--- src/rtl/uart_rx_pkg.sv ---
// Shared constants for the UART receive path: frame-sequencer state codes
// and the oversampling ratios the receiver supports.
package uart_rx_pkg;

  localparam logic [2:0] IDLE   = 3'd0;
  localparam logic [2:0] START  = 3'd1;
  localparam logic [2:0] DATA   = 3'd2;
  localparam logic [2:0] PARITY = 3'd3;
  localparam logic [2:0] STOP   = 3'd4;

  localparam int PRESC_8  = 8;
  localparam int PRESC_16 = 16;
  localparam int PRESC_32 = 32;

endpackage

--- src/rtl/uart_rx_ctrl_if.sv ---
// Signal bundle between the RX frame controller (slave) and the line plus
// datapath checkers around it (master).
interface uart_rx_ctrl_if #(parameter int CNT_W = 6);

  logic             RX_IN;
  logic             PAR_EN;
  logic [CNT_W-1:0] Prescale;
  logic             strt_glitch;
  logic             par_err;
  logic             stp_err;
  logic [CNT_W-1:0] edge_cnt;
  logic [CNT_W-1:0] bit_cnt;
  logic             dat_samp_en;
  logic             deser_en;
  logic             strt_chk_en;
  logic             par_chk_en;
  logic             stp_chk_en;
  logic             data_valid;
  logic             frame_err;
  logic [2:0]       state_dbg;

  // data_valid / frame_err are valid-only one-cycle strobes: there is no ready,
  // the consumer must take the frame in the cycle the strobe is high.
  modport master (
    output RX_IN, PAR_EN, Prescale, strt_glitch, par_err, stp_err,
    input  edge_cnt, bit_cnt, dat_samp_en, deser_en, strt_chk_en,
           par_chk_en, stp_chk_en, data_valid, frame_err, state_dbg
  );

  modport slave (
    input  RX_IN, PAR_EN, Prescale, strt_glitch, par_err, stp_err,
    output edge_cnt, bit_cnt, dat_samp_en, deser_en, strt_chk_en,
           par_chk_en, stp_chk_en, data_valid, frame_err, state_dbg
  );

endinterface

--- src/rtl/uart_rx_edge_bit_cnt.sv ---
// Oversampling edge counter and frame bit counter; edge_cnt wraps at
// presc-1 and advances bit_cnt. Clear has priority over counting.
module uart_rx_edge_bit_cnt #(
  parameter int CNT_W = 6
) (
  input  logic             CLK,
  input  logic             RST,
  input  logic             en,
  input  logic             clr,
  input  logic [CNT_W-1:0] presc,
  output logic [CNT_W-1:0] edge_cnt,
  output logic [CNT_W-1:0] bit_cnt
);

  always_ff @(posedge CLK) begin
    if (RST || clr) begin
      edge_cnt <= '0;
      bit_cnt  <= '0;
    end else if (en) begin
      if (edge_cnt == presc - CNT_W'(1)) begin
        edge_cnt <= '0;
        bit_cnt  <= bit_cnt + CNT_W'(1);
      end else begin
        edge_cnt <= edge_cnt + CNT_W'(1);
      end
    end
  end

endmodule

--- src/rtl/uart_rx_ctrl.sv ---
// UART receive frame sequencer: walks START/DATA/PARITY/STOP on oversampling
// edges, strobes the datapath checkers and qualifies the received frame.
module uart_rx_ctrl
  import uart_rx_pkg::*;
#(
  parameter int DATA_WIDTH = 8,
  parameter int CNT_W      = 6
) (
  input  logic          CLK,
  input  logic          RST,
  uart_rx_ctrl_if.slave bus
);

  logic [2:0]       state, state_nxt;
  logic [CNT_W-1:0] presc_q, presc_in, chk;
  logic [CNT_W-1:0] edge_cnt, bit_cnt;
  logic             par_en_q, end_bit, stop_done, leave_idle;

  always_comb begin
    presc_in = CNT_W'(PRESC_8);
    if (bus.Prescale == CNT_W'(PRESC_16) || bus.Prescale == CNT_W'(PRESC_32))
      presc_in = bus.Prescale;
  end

  assign chk        = (presc_q >> 1) + CNT_W'(2);
  assign end_bit    = (edge_cnt == presc_q - CNT_W'(1));
  assign stop_done  = (state == STOP) && (edge_cnt == chk + CNT_W'(1));
  assign leave_idle = (state == IDLE) && !bus.RX_IN;

  always_comb begin
    state_nxt = state;
    case (state)
      IDLE:    if (!bus.RX_IN) state_nxt = START;
      START:   if (end_bit) state_nxt = bus.strt_glitch ? IDLE : DATA;
      DATA:    if (end_bit && bit_cnt == CNT_W'(DATA_WIDTH))
                 state_nxt = par_en_q ? PARITY : STOP;
      PARITY:  if (end_bit) state_nxt = STOP;
      STOP:    if (stop_done) state_nxt = IDLE;
      default: state_nxt = IDLE;
    endcase
  end

  // Ratio and parity mode are frozen for the frame at the start edge.
  always_ff @(posedge CLK) begin
    if (RST) begin
      state    <= IDLE;
      presc_q  <= CNT_W'(PRESC_8);
      par_en_q <= 1'b0;
    end else begin
      state <= state_nxt;
      if (leave_idle) begin
        presc_q  <= presc_in;
        par_en_q <= bus.PAR_EN;
      end
    end
  end

  uart_rx_edge_bit_cnt #(.CNT_W(CNT_W)) u_cnt (
    .CLK      (CLK),
    .RST      (RST),
    .en       (state != IDLE),
    .clr      ((state == IDLE) || (state_nxt == IDLE)),
    .presc    (presc_q),
    .edge_cnt (edge_cnt),
    .bit_cnt  (bit_cnt)
  );

  assign bus.edge_cnt    = edge_cnt;
  assign bus.bit_cnt     = bit_cnt;
  assign bus.dat_samp_en = (state != IDLE);
  assign bus.deser_en    = (state == DATA) && (edge_cnt == chk);
  assign bus.strt_chk_en = (state == START);
  assign bus.par_chk_en  = (state == PARITY);
  assign bus.stp_chk_en  = (state == STOP);
  // Gated by RST so a reset landing on the qualifying edge emits nothing.
  assign bus.data_valid  = stop_done && !RST && !bus.par_err && !bus.stp_err;
  assign bus.frame_err   = stop_done && !RST && (bus.par_err || bus.stp_err);
  assign bus.state_dbg   = state;

endmodule
--- src/flat_wrapper.sv ---
// flat-port wrapper written by rule: the top's interface ports become plain ports
module uart_rx_ctrl_flat import uart_rx_pkg::*;
#(
  parameter int DATA_WIDTH = 8,
  parameter int CNT_W      = 6
)
  (CLK, RST, bus_RX_IN, bus_PAR_EN, bus_Prescale, bus_strt_glitch, bus_par_err, bus_stp_err, bus_edge_cnt, bus_bit_cnt, bus_dat_samp_en, bus_deser_en, bus_strt_chk_en, bus_par_chk_en, bus_stp_chk_en, bus_data_valid, bus_frame_err, bus_state_dbg);
  uart_rx_ctrl_if #(.CNT_W(CNT_W)) bus_i ();
  input  logic CLK;
  input  logic RST;
  input wire logic [$bits(bus_i.RX_IN)-1:0] bus_RX_IN;
  input wire logic [$bits(bus_i.PAR_EN)-1:0] bus_PAR_EN;
  input wire logic [$bits(bus_i.Prescale)-1:0] bus_Prescale;
  input wire logic [$bits(bus_i.strt_glitch)-1:0] bus_strt_glitch;
  input wire logic [$bits(bus_i.par_err)-1:0] bus_par_err;
  input wire logic [$bits(bus_i.stp_err)-1:0] bus_stp_err;
  output wire logic [$bits(bus_i.edge_cnt)-1:0] bus_edge_cnt;
  output wire logic [$bits(bus_i.bit_cnt)-1:0] bus_bit_cnt;
  output wire logic [$bits(bus_i.dat_samp_en)-1:0] bus_dat_samp_en;
  output wire logic [$bits(bus_i.deser_en)-1:0] bus_deser_en;
  output wire logic [$bits(bus_i.strt_chk_en)-1:0] bus_strt_chk_en;
  output wire logic [$bits(bus_i.par_chk_en)-1:0] bus_par_chk_en;
  output wire logic [$bits(bus_i.stp_chk_en)-1:0] bus_stp_chk_en;
  output wire logic [$bits(bus_i.data_valid)-1:0] bus_data_valid;
  output wire logic [$bits(bus_i.frame_err)-1:0] bus_frame_err;
  output wire logic [$bits(bus_i.state_dbg)-1:0] bus_state_dbg;
  assign bus_i.RX_IN = bus_RX_IN;
  assign bus_i.PAR_EN = bus_PAR_EN;
  assign bus_i.Prescale = bus_Prescale;
  assign bus_i.strt_glitch = bus_strt_glitch;
  assign bus_i.par_err = bus_par_err;
  assign bus_i.stp_err = bus_stp_err;
  assign bus_edge_cnt = bus_i.edge_cnt;
  assign bus_bit_cnt = bus_i.bit_cnt;
  assign bus_dat_samp_en = bus_i.dat_samp_en;
  assign bus_deser_en = bus_i.deser_en;
  assign bus_strt_chk_en = bus_i.strt_chk_en;
  assign bus_par_chk_en = bus_i.par_chk_en;
  assign bus_stp_chk_en = bus_i.stp_chk_en;
  assign bus_data_valid = bus_i.data_valid;
  assign bus_frame_err = bus_i.frame_err;
  assign bus_state_dbg = bus_i.state_dbg;
  uart_rx_ctrl #(.DATA_WIDTH(DATA_WIDTH), .CNT_W(CNT_W)) u_core (.CLK(CLK), .RST(RST), .bus(bus_i));
endmodule
--- config.mk ---
export PLATFORM = sky130hd
export DESIGN_NAME = uart_rx_ctrl_flat
export DESIGN_NICKNAME = d
export VERILOG_FILES = /design/src/rtl/uart_rx_pkg.sv /design/src/rtl/uart_rx_ctrl_if.sv /design/src/rtl/uart_rx_edge_bit_cnt.sv /design/src/rtl/uart_rx_ctrl.sv /design/src/flat_wrapper.sv
export SDC_FILE = /design/constraint.sdc
export NUM_CORES = 1
export LEC_CHECK = 0
export ABC_AREA = 1
export CAP_MARGIN = 20
export CORE_ASPECT_RATIO = 0.8
export CORE_UTILIZATION = 35
export DETAILED_ROUTE_END_ITERATION = 10
export GPL_TIMING_DRIVEN = 1
export SLEW_MARGIN = 25
export SYNTH_ARGS = -nofsm -noshare
export SYNTH_HDL_FRONTEND = slang
export SYNTH_SLANG_ARGS = --single-unit
export TNS_END_PERCENT = 100
--- constraint.sdc ---
create_clock -name CLK -period 4 [get_ports CLK]
set_input_delay 0.6 -clock CLK [delete_from_list [all_inputs] [get_ports CLK]]
set_output_delay 0.6 -clock CLK [all_outputs]
set_load 0.02 [all_outputs]
==> Yosys cells after proc, flatten, opt, wreduce, memory -nomap -nowiden <==
Cells that the tools add are included.
{ "op_classes": {"n_addsub": 5, "eq_ne": 10, "magnitude_cmp": 0, "mux": 10, "reduce_logical": 20, "n_shift": 0, "bitwise_logic": 0, "mul": 0, "div_mod_pow": 0} }
{ "op_table": {"columns": ["operator", "n"], "rows": [
  ["adder 6 x 1 -> 6 bit, second input constant", 3],
  ["equality test 6 bit", 3],
  ["2-to-1 mux 3 bit", 6],
  ["case mux 3 bit (5 select lines)", 1],
  ["2-to-1 mux 6 bit", 2],
  ["logical AND 1 bit", 8],
  ["adder 5 x 2 -> 6 bit, second input constant", 1],
  ["equality test 3 x 2 -> 1 bit, second input constant", 2],
  ["equality test 6 x 4 -> 1 bit, second input constant", 1],
  ["equality test 6 x 5 -> 1 bit, second input constant", 1],
  ["equality test 6 bit, second input constant", 1],
  ["logical NOT 3 bit", 2],
  ["subtractor 6 x 1 -> 6 bit, second input constant", 1],
  ["logical NOT 1 bit", 4],
  ["logical OR 1 bit", 4],
  ["equality test 3 x 1 -> 1 bit, second input constant", 1],
  ["equality test 3 bit, second input constant", 1],
  ["nonzero test 3 bit", 1],
  ["2-to-1 mux 2 bit", 1],
  ["AND reduction 2 bit", 1]
]} }
{ "totals": {"mem_bits_rw": 0, "latch_bits": 0, "mem_count": 0, "in_bits": 13, "register_bits": 22, "out_inout_bits": 22, "rom_bits": 0} }

==> Depth between registers and ports, before layout <==
{ "depth": {"ltp_word": 9, "ltp_mapped": 17, "mapped_depth_nobuf": 16} }

==> Modules after synthesis <==
A second synthesis with hierarchy kept.
{ "hier_totals": {"hier_cells": 336, "area_unflattened_um2": 2070.7} }
{ "by_module_without_submodules": {"columns": ["module", "cells_each", "area_per_inst_um2", "instances", "seq_area_each_um2"], "rows": [
  ["uart_rx_ctrl", 196, 1158.6, 1, 200.2],
  ["uart_rx_edge_bit_cnt", 140, 912.1, 1, 240.2]
]} }

==> Worst setup path after synthesis <==
No wires, ideal clock.
{ "synth_path": {"path_type": "flip-flop to output port", "startpoint": "register u_core.presc_q[2]", "endpoint": "output bus_data_valid", "path_buffers": 0, "path_stages_with_launch": 12, "t_arrival_ns": 2.157, "t_required_ns": 3.400, "slack_ns": 1.243, "cell_sequence": "dfxtp_1 inv_1 ha_1 or2_2 nand3b_1 nand2_1 inv_1 nand2_1 nor2_1 nand3_1 nand3b_1 nor3_1"} }
{ "synth_via": {"elab_chain_len": 7} }
{ "synth_rtl": {"columns": ["element", "line", "text"], "rows": [
  ["from (decl)", "uart_rx_ctrl.sv:15", "logic [CNT_W-1:0] presc_q, presc_in, chk;"],
  ["from (signal assigned)", "uart_rx_ctrl.sv:47", "presc_q <= CNT_W'(PRESC_8);"],
  ["from (signal assigned)", "uart_rx_ctrl.sv:52", "presc_q <= presc_in;"],
  ["adder 5 x 2 -> 6 bit", "uart_rx_ctrl.sv:25", "assign chk = (presc_q >> 1) + CNT_W'(2);"],
  ["adder 6 x 1 -> 6 bit", "uart_rx_ctrl.sv:27", "assign stop_done = (state == STOP) && (edge_cnt == chk + CNT_W'(1));"],
  ["equality test 6 bit", "uart_rx_ctrl.sv:27", null],
  ["logical AND 1 bit", "uart_rx_ctrl.sv:27", null],
  ["logical AND 1 bit (3 in series)", "uart_rx_ctrl.sv:76", "assign bus.data_valid = stop_done && !RST && !bus.par_err && !bus.stp_err;"],
  ["to (decl)", "flat_wrapper.sv:24", "output wire logic [$bits(bus_i.data_valid)-1:0] bus_data_valid;"]
]} }
No other way between the ends.

==> Worst setup path in the final report <==
Ends and elaborated chain as after synthesis.

==> key figures <==
Status
  – Outcome: completed

Synth
  – Number of flops mapped to enable cells by yosys: 0
  – Ys async rst share: 0%
  – Yosys reg bits: 22
  – Yosys cell types: 29
  – Seq/Total Area, Yosys: roughly a quarter
  – Mapped Area: 1780 um2
  – Prevailing post-synth register cell: dfxtp_1
  – Average size of a mapped cell: 6.05 um2
  – Syn_nets: about 320
  – Warnings from Yosys: 0
  – Mapped Cells: between 200 and 300

Die
  – Area of the core: about 4700 um2
  – DIE HEIGHT: about 66 um
  – Die W: between 80 and 90 um
  – Io pins: 35
  – Std cell rows: 22
  – Initial core utilization: a little under two fifths
  – Die area: around 5400 um2

Route
  – Total number of vias: between 1500 and 2000
  – Drt initial violations: slightly above 90
  – Post-route DRC violation count: 0
  – Via density: about 4.6
  – DRT Pass-1 Iters: 4
  – Post-route antenna net violation count: 0
  – WL/cell: 10.7 um
  – Final wirelength: approximately 4.2 mm

Timing
  – Setup TNS Final: 0 ps
  – RSZ-0062 raised after global routing: false
  – Tmin final: ~3700 ps
  – Worst Max-Slew Pin Slew: about 400 ps
  – Fmax: around 270 MHz
  – Final Max Slew Viols: 0
  – Final Cycle Share: around nine tenths
  – Final hold vios: 0
  – Setup violations, final: 0
  – Max_slew headroom: between 70 and 80%
  – Setup Skew: roughly 14 ps

Critical path
  – Kind of critical path: flop to output port
  – Slowest-stage cell, CP: clkdlybuf4s50_1
  – CP Capture Type: output port
  – Crit path cell chain: inv_1 > ha_1 > or2_2 > nand3b_1 > nand2_1 > inv_1 > nand2_1 > nor2_1 > nand3_1 > nand3b_1 > nor3_1 > clkdlybuf4s50_1
  – CP delay by family, top: simple AND/OR/NAND/NOR gates
  – WP data required: about 3400 ps
  – Crit-path max FO: 8
  – Max stage delay on crit path: around 630 ps
  – Arr. time, crit path: a little over 3000 ps
  – Buffers and inverters on the worst path: 3
  – Crit path launch type: flop

Power
  – Switching pwr: ~0.13 mW
  – Static leakage: 0.974 nW
  – Maximum VDD drop: between 0.1 and 0.15 mV
  – Power share of the sequential group: approximately 45%
  – Clk pwr share: between 40% and 50%
  – Total power: around 0.52 mW
  – Switching power share of the total: between 20% and 30%
  – Internal Power: between 0.3 and 0.4 mW
  – Comb pwr share: between 10 and 15%
  – Power Density: between 200 and 250 nW/um2

CTS
  – Number of hold buffers added after CTS: 0
  – CTS tree: built
  – Clock root buffer: clkbuf_8
  – Clk sink count: 22
  – Post-CTS sizing: 0
  – Clk_lat worst skew: about 270 ps
  – Clock Tree Buf Depth: 2
  – Reg clk slew, reported paths: around 90 ps
  – Clock buffer count from CTS: 3
  – Post-CTS setup buffers: 0
  – H-tree depth: 1

Placed design
  – Routability cong.: 0.793
  – PortBufs: 34
  – Final HPWL DP: around 3.3 mm

Global routing
  – Largest net degree at the start of global routing: 14
  – Initial antenna violation count: 0
  – GRT overflow: 0
  – GRT Overall Usage: approximately 17%
  – Vias in the first global route: ~1600
  – First-pass GRT wire length: between 7 and 8 mm

Flow run
  – Max cap viols: 0

Worst hold path
  – HP Class: flop to flop

Layout
  – Fill count: between 500 and 600
  – Area growth, synth to finish: 25.6%
  – Layout Nets: 352
  – # diodes: 0
  – Layout cell share with drive strength beyond 1: about 7%
  – Final Util: between 40% and 50%
==> sequential cells by signal, summed over array words and instances (netlist names) <==
signal / cells
u_core.u_cnt.edge_cnt: 6
u_core.presc_q: 6
u_core.par_en_q: 1
u_core.bus.state_dbg: 3
u_core.u_cnt.bit_cnt: 6
==> power groups by stage <==
stage / clock network [mW] / registers, mW / logic (mW)
finish: 0.210 / 0.231 / 0.0763
CTS: 0.217 / 0.231 / 0.0766
global route: 0.228 / 0.232 / 0.0867
detailed placement: 0 / 0.236 / 0.0763
floorplan: 0 / 0.235 / 0.0496
global placement: 0 / 0.236 / 0.0762
==> worst min-delay path, cell delays in order (launching register included) <==
cell and delay, ps:
dfxtp_1 320, inv_1 80, a21oi_1 60
==> final cells by class <==
| cell class | count | area, um2 | share of cell area, % |
|---|---|---|---|
| Tap cell | 60 | 75.1 | 3.36 |
| Sequential cell | 22 | 440 | 19.7 |
| Multi-Input combinational cell | 214 | 1100 | 49.4 |
| Inverter | 54 | 203 | 9.08 |
| Timing Repair Buffer | 34 | 340 | 15.2 |
| Clock buffer | 3 | 41.3 | 1.85 |
| Clock inverter | 1 | 30.0 | 1.34 |
==> cells by family after synthesis <==
logic type	count (synthesis)	synth area share, %
flops	22	24.8
fa+ha+maj	10	7.04
xor+xnor	9	4.43
compound gates	23	7.11
buf+inv	58	13.2
simple gates	172	43.5
==> layout by cell type (no fill, tap or decap) <==
cell and instances:
a21boi_0 1, a21oi_1 8, a21oi_2 1, bufinv_16 1
clkbuf_8 3, clkdlybuf4s50_1 34, dfxtp_1 22, ha_1 10
inv_1 47, inv_2 7, nand2_1 83, nand2_2 2
nand2b_1 1, nand3_1 22, nand3_2 4, nand3b_1 5
nand4_1 7, nor2_1 36, nor2_2 3, nor2_4 1
nor3_1 4, nor3b_1 1, nor4_1 2, o21ai_0 10
o21ai_1 1, o31ai_1 2, or2_2 1, xnor2_1 3
xor2_1 6
==> cells in the mapped netlist (4+ instances only) <==
cell type	instances	share of area [%]
inv_1	47	9.9
nand4_1	7	2.5
nand2_1	83	18
ha_1	10	7.0
nand3_1	22	6.2
nand3_2	4	2.3
nor2_1	36	7.6
inv_2	7	1.5
xor2_1	6	3.0
o21ai_0	10	2.8
dfxtp_1	22	25
a21oi_1	8	2.3
nor3_1	4	1.1
nand3b_1	5	2.1
==> through the flow <==
| step | setup slack [ps] | cells | area, um2 | hold WS [ps] |
|---|---|---|---|---|
| after floorplan | 1240 | 294 | 1780 | 462 |
| after global placement | 758 | 384 | 2160 | 491 |
| after detailed placement | 633 | 384 | 2160 | 500 |
| after CTS | 306 | 388 | 2230 | 514 |
| after global routing | 93.5 | 388 | 2230 | 543 |
| final | 346 | 388 | 2230 | 507 |
==> per-layer routing <==
layer | part of all wire, % | up-vias | GRT usage (%)
met5 | 0 | - | 0
met2 | 40 | 37 | 26.0
met3 | 5.4 | 2 | 3.47
li1 | - | 986 | -
met1 | 54 | 755 | 25.4
met4 | 0.24 | 0 | 2.63
==> path summary, 6_finish.rpt <==
check	startpoint	end	slack [ps]	depth (start not counted)
min reg2reg	u_core.par_en_q	u_core.par_en_q	510	2
max	u_core.presc_q[2]	bus_data_valid	350	12
max reg2reg	u_core.presc_q[2]	u_core.u_cnt.edge_cnt[0]	1490	15
min	u_core.par_en_q	u_core.par_en_q	510	2
(Power assumes the default switching activity.)
